--- src/rtl/branch_redirect_ctrl.sv ---
// Branch redirect controller for the 5-stage pipeline.
// Arbitrates PC updates: halt > taken-branch redirect > load-use stall > sequential.
// Holds a multi-cycle flush after each accepted redirect and a HALT state left by resume.
module branch_redirect_ctrl #(
  parameter int unsigned FLUSH_CYC = 2,
  parameter int unsigned CNT_W     = 16
) (
  input  logic             clk,
  input  logic             reset,
  input  logic             br_taken,
  input  logic [31:0]      br_target,
  input  logic             halt_req,
  input  logic             resume,
  input  logic             stall_req,
  output logic             pc_we,
  output logic             pc_sel,
  output logic [31:0]      redirect_pc,
  output logic             ifid_we,
  output logic             flush_if_id,
  output logic             flush_id_ex,
  output logic             halted,
  output logic [CNT_W-1:0] taken_cnt
);

  typedef enum logic [1:0] {
    S_RUN,
    S_FLUSH,
    S_HALT
  } state_t;

  // Cycles still to flush after the redirect cycle itself.
  localparam logic [2:0] FLUSH_LOAD = 3'(FLUSH_CYC - 1);

  state_t           r_state;
  state_t           w_state_nxt;
  logic [2:0]       r_flush_cnt;
  logic [2:0]       w_flush_cnt_nxt;
  logic [31:0]      r_redirect;
  logic [31:0]      w_redirect_nxt;
  logic [CNT_W-1:0] r_taken_cnt;
  logic [CNT_W-1:0] w_taken_cnt_nxt;

  // State, flush counter, latched target and event counter registers.
  always_ff @(posedge clk or negedge reset) begin
    if (!reset) begin
      r_state     <= S_RUN;
      r_flush_cnt <= '0;
      r_redirect  <= '0;
      r_taken_cnt <= '0;
    end else begin
      r_state     <= w_state_nxt;
      r_flush_cnt <= w_flush_cnt_nxt;
      r_redirect  <= w_redirect_nxt;
      r_taken_cnt <= w_taken_cnt_nxt;
    end
  end

  // Next-state and output decode; outputs default to their reset values.
  always_comb begin
    w_state_nxt     = r_state;
    w_flush_cnt_nxt = r_flush_cnt;
    w_redirect_nxt  = r_redirect;
    w_taken_cnt_nxt = r_taken_cnt;
    pc_we           = 1'b1;
    pc_sel          = 1'b0;
    redirect_pc     = '0;
    ifid_we         = 1'b1;
    flush_if_id     = 1'b0;
    flush_id_ex     = 1'b0;
    halted          = 1'b0;

    unique case (r_state)
      S_RUN: begin
        if (halt_req) begin
          pc_we       = 1'b0;
          ifid_we     = 1'b0;
          flush_id_ex = 1'b1;
          w_state_nxt = S_HALT;
        end else if (br_taken) begin
          pc_sel         = 1'b1;
          redirect_pc    = br_target;
          flush_if_id    = 1'b1;
          flush_id_ex    = 1'b1;
          w_redirect_nxt = br_target;
          if (r_taken_cnt != '1) begin
            w_taken_cnt_nxt = r_taken_cnt + CNT_W'(1);
          end
          if (FLUSH_CYC > 1) begin
            w_state_nxt     = S_FLUSH;
            w_flush_cnt_nxt = FLUSH_LOAD;
          end
        end else if (stall_req) begin
          pc_we       = 1'b0;
          ifid_we     = 1'b0;
          flush_id_ex = 1'b1;
        end
      end

      // Requests arriving here come from squashed instructions and are dropped.
      S_FLUSH: begin
        flush_if_id = 1'b1;
        flush_id_ex = 1'b1;
        redirect_pc = r_redirect;
        if (r_flush_cnt <= 3'd1) begin
          w_state_nxt     = S_RUN;
          w_flush_cnt_nxt = '0;
        end else begin
          w_flush_cnt_nxt = r_flush_cnt - 3'd1;
        end
      end

      S_HALT: begin
        halted      = 1'b1;
        pc_we       = 1'b0;
        ifid_we     = 1'b0;
        flush_id_ex = 1'b1;
        if (resume) begin
          w_state_nxt = S_RUN;
        end
      end

      default: begin
        w_state_nxt     = S_RUN;
        w_flush_cnt_nxt = '0;
      end
    endcase
  end

  assign taken_cnt = r_taken_cnt;

endmodule

--- config.mk ---
export PLATFORM = sky130hd
export DESIGN_NAME = branch_redirect_ctrl
export DESIGN_NICKNAME = d
export VERILOG_FILES = /design/src/rtl/branch_redirect_ctrl.sv
export SDC_FILE = /design/constraint.sdc
export NUM_CORES = 1
export LEC_CHECK = 0
export BUFFER_PORTS_ARGS = -buffer_cell sky130_fd_sc_hd__buf_2
export CORE_UTILIZATION = 38
export DETAILED_ROUTE_END_ITERATION = 10
export PLACE_DENSITY = 0.65
export SETUP_SLACK_MARGIN = 0.4
export SLEW_MARGIN = 15
export SYNTH_ARGS = -nofsm -noshare
export SYNTH_HDL_FRONTEND = slang
export SYNTH_SLANG_ARGS = --single-unit
--- constraint.sdc ---
create_clock -name clk -period 2.1 [get_ports clk]
set_input_delay 0.42 -clock clk [delete_from_list [all_inputs] [get_ports clk]]
set_output_delay 0.42 -clock clk [all_outputs]
set_load 0.01 [all_outputs]
==> results of run 1 <==
## per-layer routing
| layer | up-vias | part of all wire [%] | global-route usage (%) |
|---|---|---|---|
| met1 | 1255 | 43 | 28.7 |
| met3 | 8 | 4.8 | 3.46 |
| met5 | - | 0 | 0 |
| met2 | 90 | 50 | 35.7 |
| met4 | 0 | 1.2 | 4.85 |
| li1 | 1332 | - | - |
## flip-flops by register name (all words and copies together), names as in the netlist
| register | count |
|---|---|
| r_state | 2 |
| r_redirect | 32 |
| r_flush_cnt | 3 |
| taken_cnt | 16 |
## kinds of logic after synthesis
family                   synth area share (%)
AO/OA/AOI/OAI                            4.56
AND/OR/NAND/NOR                          34.9
flip-flops                               49.3
multiplexers                             1.91
adder cells (fa/ha/maj)                  2.79
XOR/XNOR                                 3.25
buffers and inverters                    3.30
## worst max path at each step
stage	from	end	slack, ps
2_1_floorplan	r_state[0]	redirect_pc[11]	390
6_report	r_state[1]	redirect_pc[14]	30
4_1_cts	r_state[1]	redirect_pc[10]	50
3_5_place_dp	r_state[0]	redirect_pc[14]	210
5_1_grt	r_state[0]	redirect_pc[15]	-40
3_3_place_gp	r_state[0]	redirect_pc[10]	270
## layout by cell type (no fill, tap or decap), types with 6 or more instances in the layout
| cell | instances |
|---|---|
| buf_6 | 35 |
| buf_4 | 30 |
| inv_1 | 6 |
| nand2_4 | 27 |
| nor2_1 | 6 |
| nand2_1 | 117 |
| dfrtp_1 | 53 |
| xor2_1 | 10 |
| nand2_2 | 25 |
| buf_2 | 69 |
## what timing repair did
item | 4_1_cts | 5_1_grt
cloned | 5 | 1
resized for setup | 109 | 68
hold buffers | 0 | 0
buffers inserted | 36 | 12
pin swaps | 40 | 29
setup endpoints to repair | 49 | 79
## area by class of cell
type / count / area (um2)
repair buffers: 146 / 1190
multi-input cells: 248 / 1750
inverters: 9 / 46.3
flip-flops and latches: 53 / 1330
fillers: 560 / 2240
clock inverters: 2 / 15.0
clock buffers: 6 / 72.6
well taps: 96 / 120
repair inverters: 4 / 65.1
## power by group through the flow
stage,clock network [uW],logic [uW],registers [uW]
3_3_place_gp,0,1530,1660
3_5_place_dp,0,1560,1680
5_1_grt,648,2800,1720
6_report,588,2570,1670
2_1_floorplan,0,1020,1650
4_1_cts,601,2210,1660
## stage by stage
step                      hold slack (ps)  power [uW]  area [um2]  setup TNS (ps)
after floorplan                       124        2680        2720               0
after global placement                429        3190        3290               0
after detailed placement              432        3240        3290               0
after CTS                            90.3        4460        4180               0
after global routing                  107        5170        4590            -325
final                                83.3        4830        4590               0
==> impl_metrics.ini, run 1 <==
[status]
outcome = finished, final reports clean

[floorplanning]
ioPinCount = 92
dieArea_um2 = 7420
die_x_um = 86.2
rows = 30
die_h_um = 86.2
floorplan.initialDensity_pct = 39.4
core_um2 = 6830

[setup_path]
worstSetupPathType = reg2out
worst_ep_arrival_time_ps = 1650
critPathMaxStageDelay_ps = 410
cp_slowest_cell = dfrtp_1
required_ps = 1680
r2r-end = taken_cnt[15]
ff2ff_setup_slack_ps = 100
r2r_start = r_state[1]
cp_top_family = buffers and inverters
cp_num_buf_inv = 4
crit_cells = 8
cp-start-kind = flip-flop
end_kind = primary output
cp_cell_sequence = inv_2 -> ha_4 -> nand3b_4 -> buf_12 -> clkinv_8 -> nand2_4 -> nand2_2 -> buf_6
critical_path_peak_fanout = 5
ff2ff_path_depth = 8

[sta]
fmax_mhz = 482
fin_ws_ps = 25.3
slew_headroom_pct = 61.0
rsz0062_at_grt = true
fin_skew_ps = 9.77
layout_min_cycle_time_ps = 2070
finalHoldViolCount = 0
fin_crit_sh_pct = 98.8
report.final.slew_viol_count = 0
setup_violations = 0
worstMarginPinSlew_ps = 583

[grt]
first_global_vias = 2535
antenna_found_initial = 0
grt-ovfl-total = 0
grt_pass1_wl_um = 12200
grt_max_degree = 33
grt_use_total_pct = 21.2

[placed_design]
gp_congestion = 0.782
port-buffer-count = 91
place_ws_ps = 213
dpl.cell_count = 502
hpwl_um = 4250

[synthesis]
yosysTopAreaCellShare_pct = 49.3
synth_common_cells = 169 x nand2_1, 53 x dfrtp_1, 10 x xor2_1, 8 x a21oi_1, 8 x inv_1
yosysUniqueCellTypes = 41
synthesis.nets = 366
synth-edff-count = 0
synth_seq_cells = 53
synth_top_flop_cell = dfrtp_1
synthCells = 322
synth.largest_area_cell = dfrtp_1
async_flop_share_pct = 100
synth_most_common_cell = nand2_1
yosys_warnings = 0
avgSynthCellArea_um2 = 8.36
synth_area_um2 = 2690
synth.yosys.seq_area_share_pct = 49.3
ys_top_cells_by_area = dfrtp_1 49%, nand2_1 24%, xor2_1 3.3%, ha_1 2.8%, nor4_4 1.6%

[drt]
final_antenna_net_count = 0
drt_wl_total_um = 8000
vias = 2685
detail_route.iter0.violations = 138
viasPerCell = 4.76
wl_per_cell_um = 14.2
drtPass1Iterations = 4
drc = 0

[power]
swShare_pct = 39.2
sequentialPowerShare_pct = 34.6
p_comb_share_pct = 53.2
pwr-share-clk_pct = 12.2
cellPowerDensity_nw_per_um2 = 1050
p_leak_uw = 0.00262
switchingPower_uw = 1890
vdd_drop_max_uv = 598
p_int_uw = 2940

[layout]
antenna_cells = 0
stdcell_count = 564
post-route-util_pct = 67.2
drive_gt1_share_pct = 52.6
areaGrowthSynthToFinish_pct = 70.6
nets = 511

[clocking]
clk_pin_slew_ps = 100
cts_tree = done
cts_buffers = 5
clockBufferDepth = 2
clockRootBuffer = clkbuf_8
htree_levels = 2
cts.sinks = 53
clk_latency_ps = 310

[worst_hold_path]
hold_class = in2async

[job]
maxCapViolations = 0
No activity file was read; power rests on OpenSTA's default activity.
==> run 2: changes to the inputs <==
--- a/config.mk
+++ b/config.mk
@@ -6,6 +6,7 @@
 export NUM_CORES = 1
 export LEC_CHECK = 0
 export BUFFER_PORTS_ARGS = -buffer_cell sky130_fd_sc_hd__buf_2
+export CORE_ASPECT_RATIO = 1.1
 export CORE_UTILIZATION = 38
 export DETAILED_ROUTE_END_ITERATION = 10
 export PLACE_DENSITY = 0.65
==> run 2 against run 1 <==
Net effect: sequential power about the same; largest cell class unchanged; largest power group unchanged; combinational power shrank 16%; critical path depth did not move; setup slack gained 77 ps; critical endpoint is now redirect_pc[26]; critical path type unchanged; worst hold slack gained 19 ps; via count is 6.8% lower; die area is essentially flat.
==> impl_metrics.ini, run 2 (same netlist as run 1, synthesis figures left out) <==
[status]
outcome = finished, final reports clean

[grt]
grt_max_degree = 31
grt_pass1_wl_um = 10700
grt_use_total_pct = 18.6
antenna_found_initial = 0
grt-ovfl-total = 0
first_global_vias = 2217

[floorplanning]
dieArea_um2 = 7420
die_h_um = 90.3
floorplan.initialDensity_pct = 40.1
ioPinCount = 92
die_x_um = 82.2
core_um2 = 6710
rows = 31

[drt]
drtPass1Iterations = 4
drt_wl_total_um = 7170
drc = 0
vias = 2502
viasPerCell = 4.77
top_layer_used = met4
met1_length_um = 3290
wl_met2_um = 3520
wl_per_cell_um = 13.7
final_antenna_net_count = 0
met3_length_um = 339
detail_route.iter0.violations = 92

[placed_design]
port-buffer-count = 91
placed_area_um2 = 3270
gp_congestion = 0.818
hpwl_um = 4380

[sta]
fin_crit_sh_pct = 95.1
finalHoldViolCount = 0
slew_headroom_pct = 61.2
fin_skew_ps = 5.15
fmax_mhz = 501
rsz0062_at_grt = true
report.final.slew_viol_count = 0
setup_tns_ps = 0
worstMarginPinSlew_ps = 582
setup_violations = 0
layout_min_cycle_time_ps = 2000

[setup_path]
cp-start-kind = flip-flop
ff2ff_setup_slack_ps = 250
end_kind = primary output
critical_path_peak_fanout = 8
r2r_start = r_state[1]
critPathMaxStageDelay_ps = 410
worstSetupPathType = reg2out
cp_top_family = buffers and inverters
cp_cell_sequence = inv_2 -> ha_4 -> nand3b_4 -> buf_12 -> inv_6 -> nand2_1 -> nand2_1 -> buf_2
cp_common_cell = nand2_1
cp_slowest_cell = dfrtp_1
cp_num_buf_inv = 4
required_ps = 1680
ff2ff_path_depth = 9
worst_ep_arrival_time_ps = 1580
r2r-end = taken_cnt[10]

[layout]
largest-register = r_redirect
design_area_um2 = 4050
fill_cells = 607
mostFrequentLayoutCells = 143 x nand2_1, 77 x buf_2, 53 x dfrtp_1
layout_commonest_cell = nand2_1
nets = 485
drive_gt1_share_pct = 43.0
antenna_cells = 0
areaGrowthSynthToFinish_pct = 50.5
largest_reg_flops = 32

[power]
switchingPower_uw = 1730
sequentialPowerShare_pct = 37.9
p_comb_share_pct = 49.0
pwr-share-clk_pct = 13.1
vdd_drop_max_uv = 657
p_int_uw = 2650
p_leak_uw = 0.00237
power.total_uw = 4390
cellPowerDensity_nw_per_um2 = 1080
swShare_pct = 39.5

[worst_hold_path]
hold_class = in2async

[clocking]
cts_tree = done
cts.sinks = 53
clockRootBuffer = clkbuf_8
clockBufferDepth = 2
clk_pin_slew_ps = 100
htree_levels = 2
clk_latency_ps = 300
cts_buffers = 5

[job]
maxCapViolations = 0
[run 2: changes by cell type in the layout (fill, tap and decap cells not counted), sizes merged]
cell / before / now
buf: 145 / 117
bufbuf: 0 / 1
clkinv: 5 / 3
inv: 8 / 11
[run 2: worst max-delay path by stage]
stage               start              end  slack, ps  cells after the start
5_1_grt        r_state[1]  redirect_pc[25]         20                      8
4_1_cts        r_state[1]  redirect_pc[29]        120                      8
3_5_place_dp   r_state[0]    taken_cnt[10]        140                      7
3_3_place_gp   r_state[0]  redirect_pc[21]        200                      7
6_report       r_state[1]  redirect_pc[26]        100                      8
2_1_floorplan  r_state[0]  redirect_pc[11]        390                      7
[run 2: final cells by class]
class	instances	area (um2)	area share, %
inverter	9	46.3	1.14
timing repair buffer	119	846	20.9
multi-input combinational	248	1570	38.8
clock inverter	2	15.0	0.371
timing repair inverter	5	68.8	1.70
clock buffer	6	72.6	1.79
sequential	53	1330	32.7
tap	82	103	2.53
[run 2: metrics by stage]
step | utilization (%) | hold WS (ps) | setup WS [ps] | cells
after floorplan | - | 124 | 389 | 322
final | 60.4 | 102 | 102 | 524
after detailed placement | 48.8 | 458 | 137 | 487
after global placement | 48.8 | 456 | 197 | 487
after CTS | 54.7 | 123 | 119 | 512
after global routing | 60.4 | 128 | 18.2 | 524
[run 2: timing repair]
action,CTS,global route
pin swaps,6,16
hold buffers,0,0
gates cloned,5,2
gates resized for setup,34,59
setup buffers,12,10
setup endpoints to repair,48,51
[run 2: power groups by stage]
stage          clock network (uW)  logic (uW)  registers [uW]
2_1_floorplan                   0        1020            1650
3_3_place_gp                    0        1550            1660
3_5_place_dp                    0        1580            1680
4_1_cts                       599        1860            1650
5_1_grt                       653        2360            1710
6_report                      576        2150            1660
[run 2: routing by layer]
layer | vias up | global-route usage (%)
met5 | - | 0
met2 | 72 | 30.5
met1 | 1159 | 25.6
li1 | 1269 | -
met4 | 0 | 3.22
met3 | 2 | 3.23
[run 2: worst reg2reg max path: cells and delay by family, from the launching register on]
| kind | cells | cell delay (ps) |
|---|---|---|
| buf+inv | 4 | 530 |
| flops | 1 | 410 |
| mux | 1 | 330 |
| fa+ha+maj | 1 | 150 |
| simple gates | 3 | 320 |
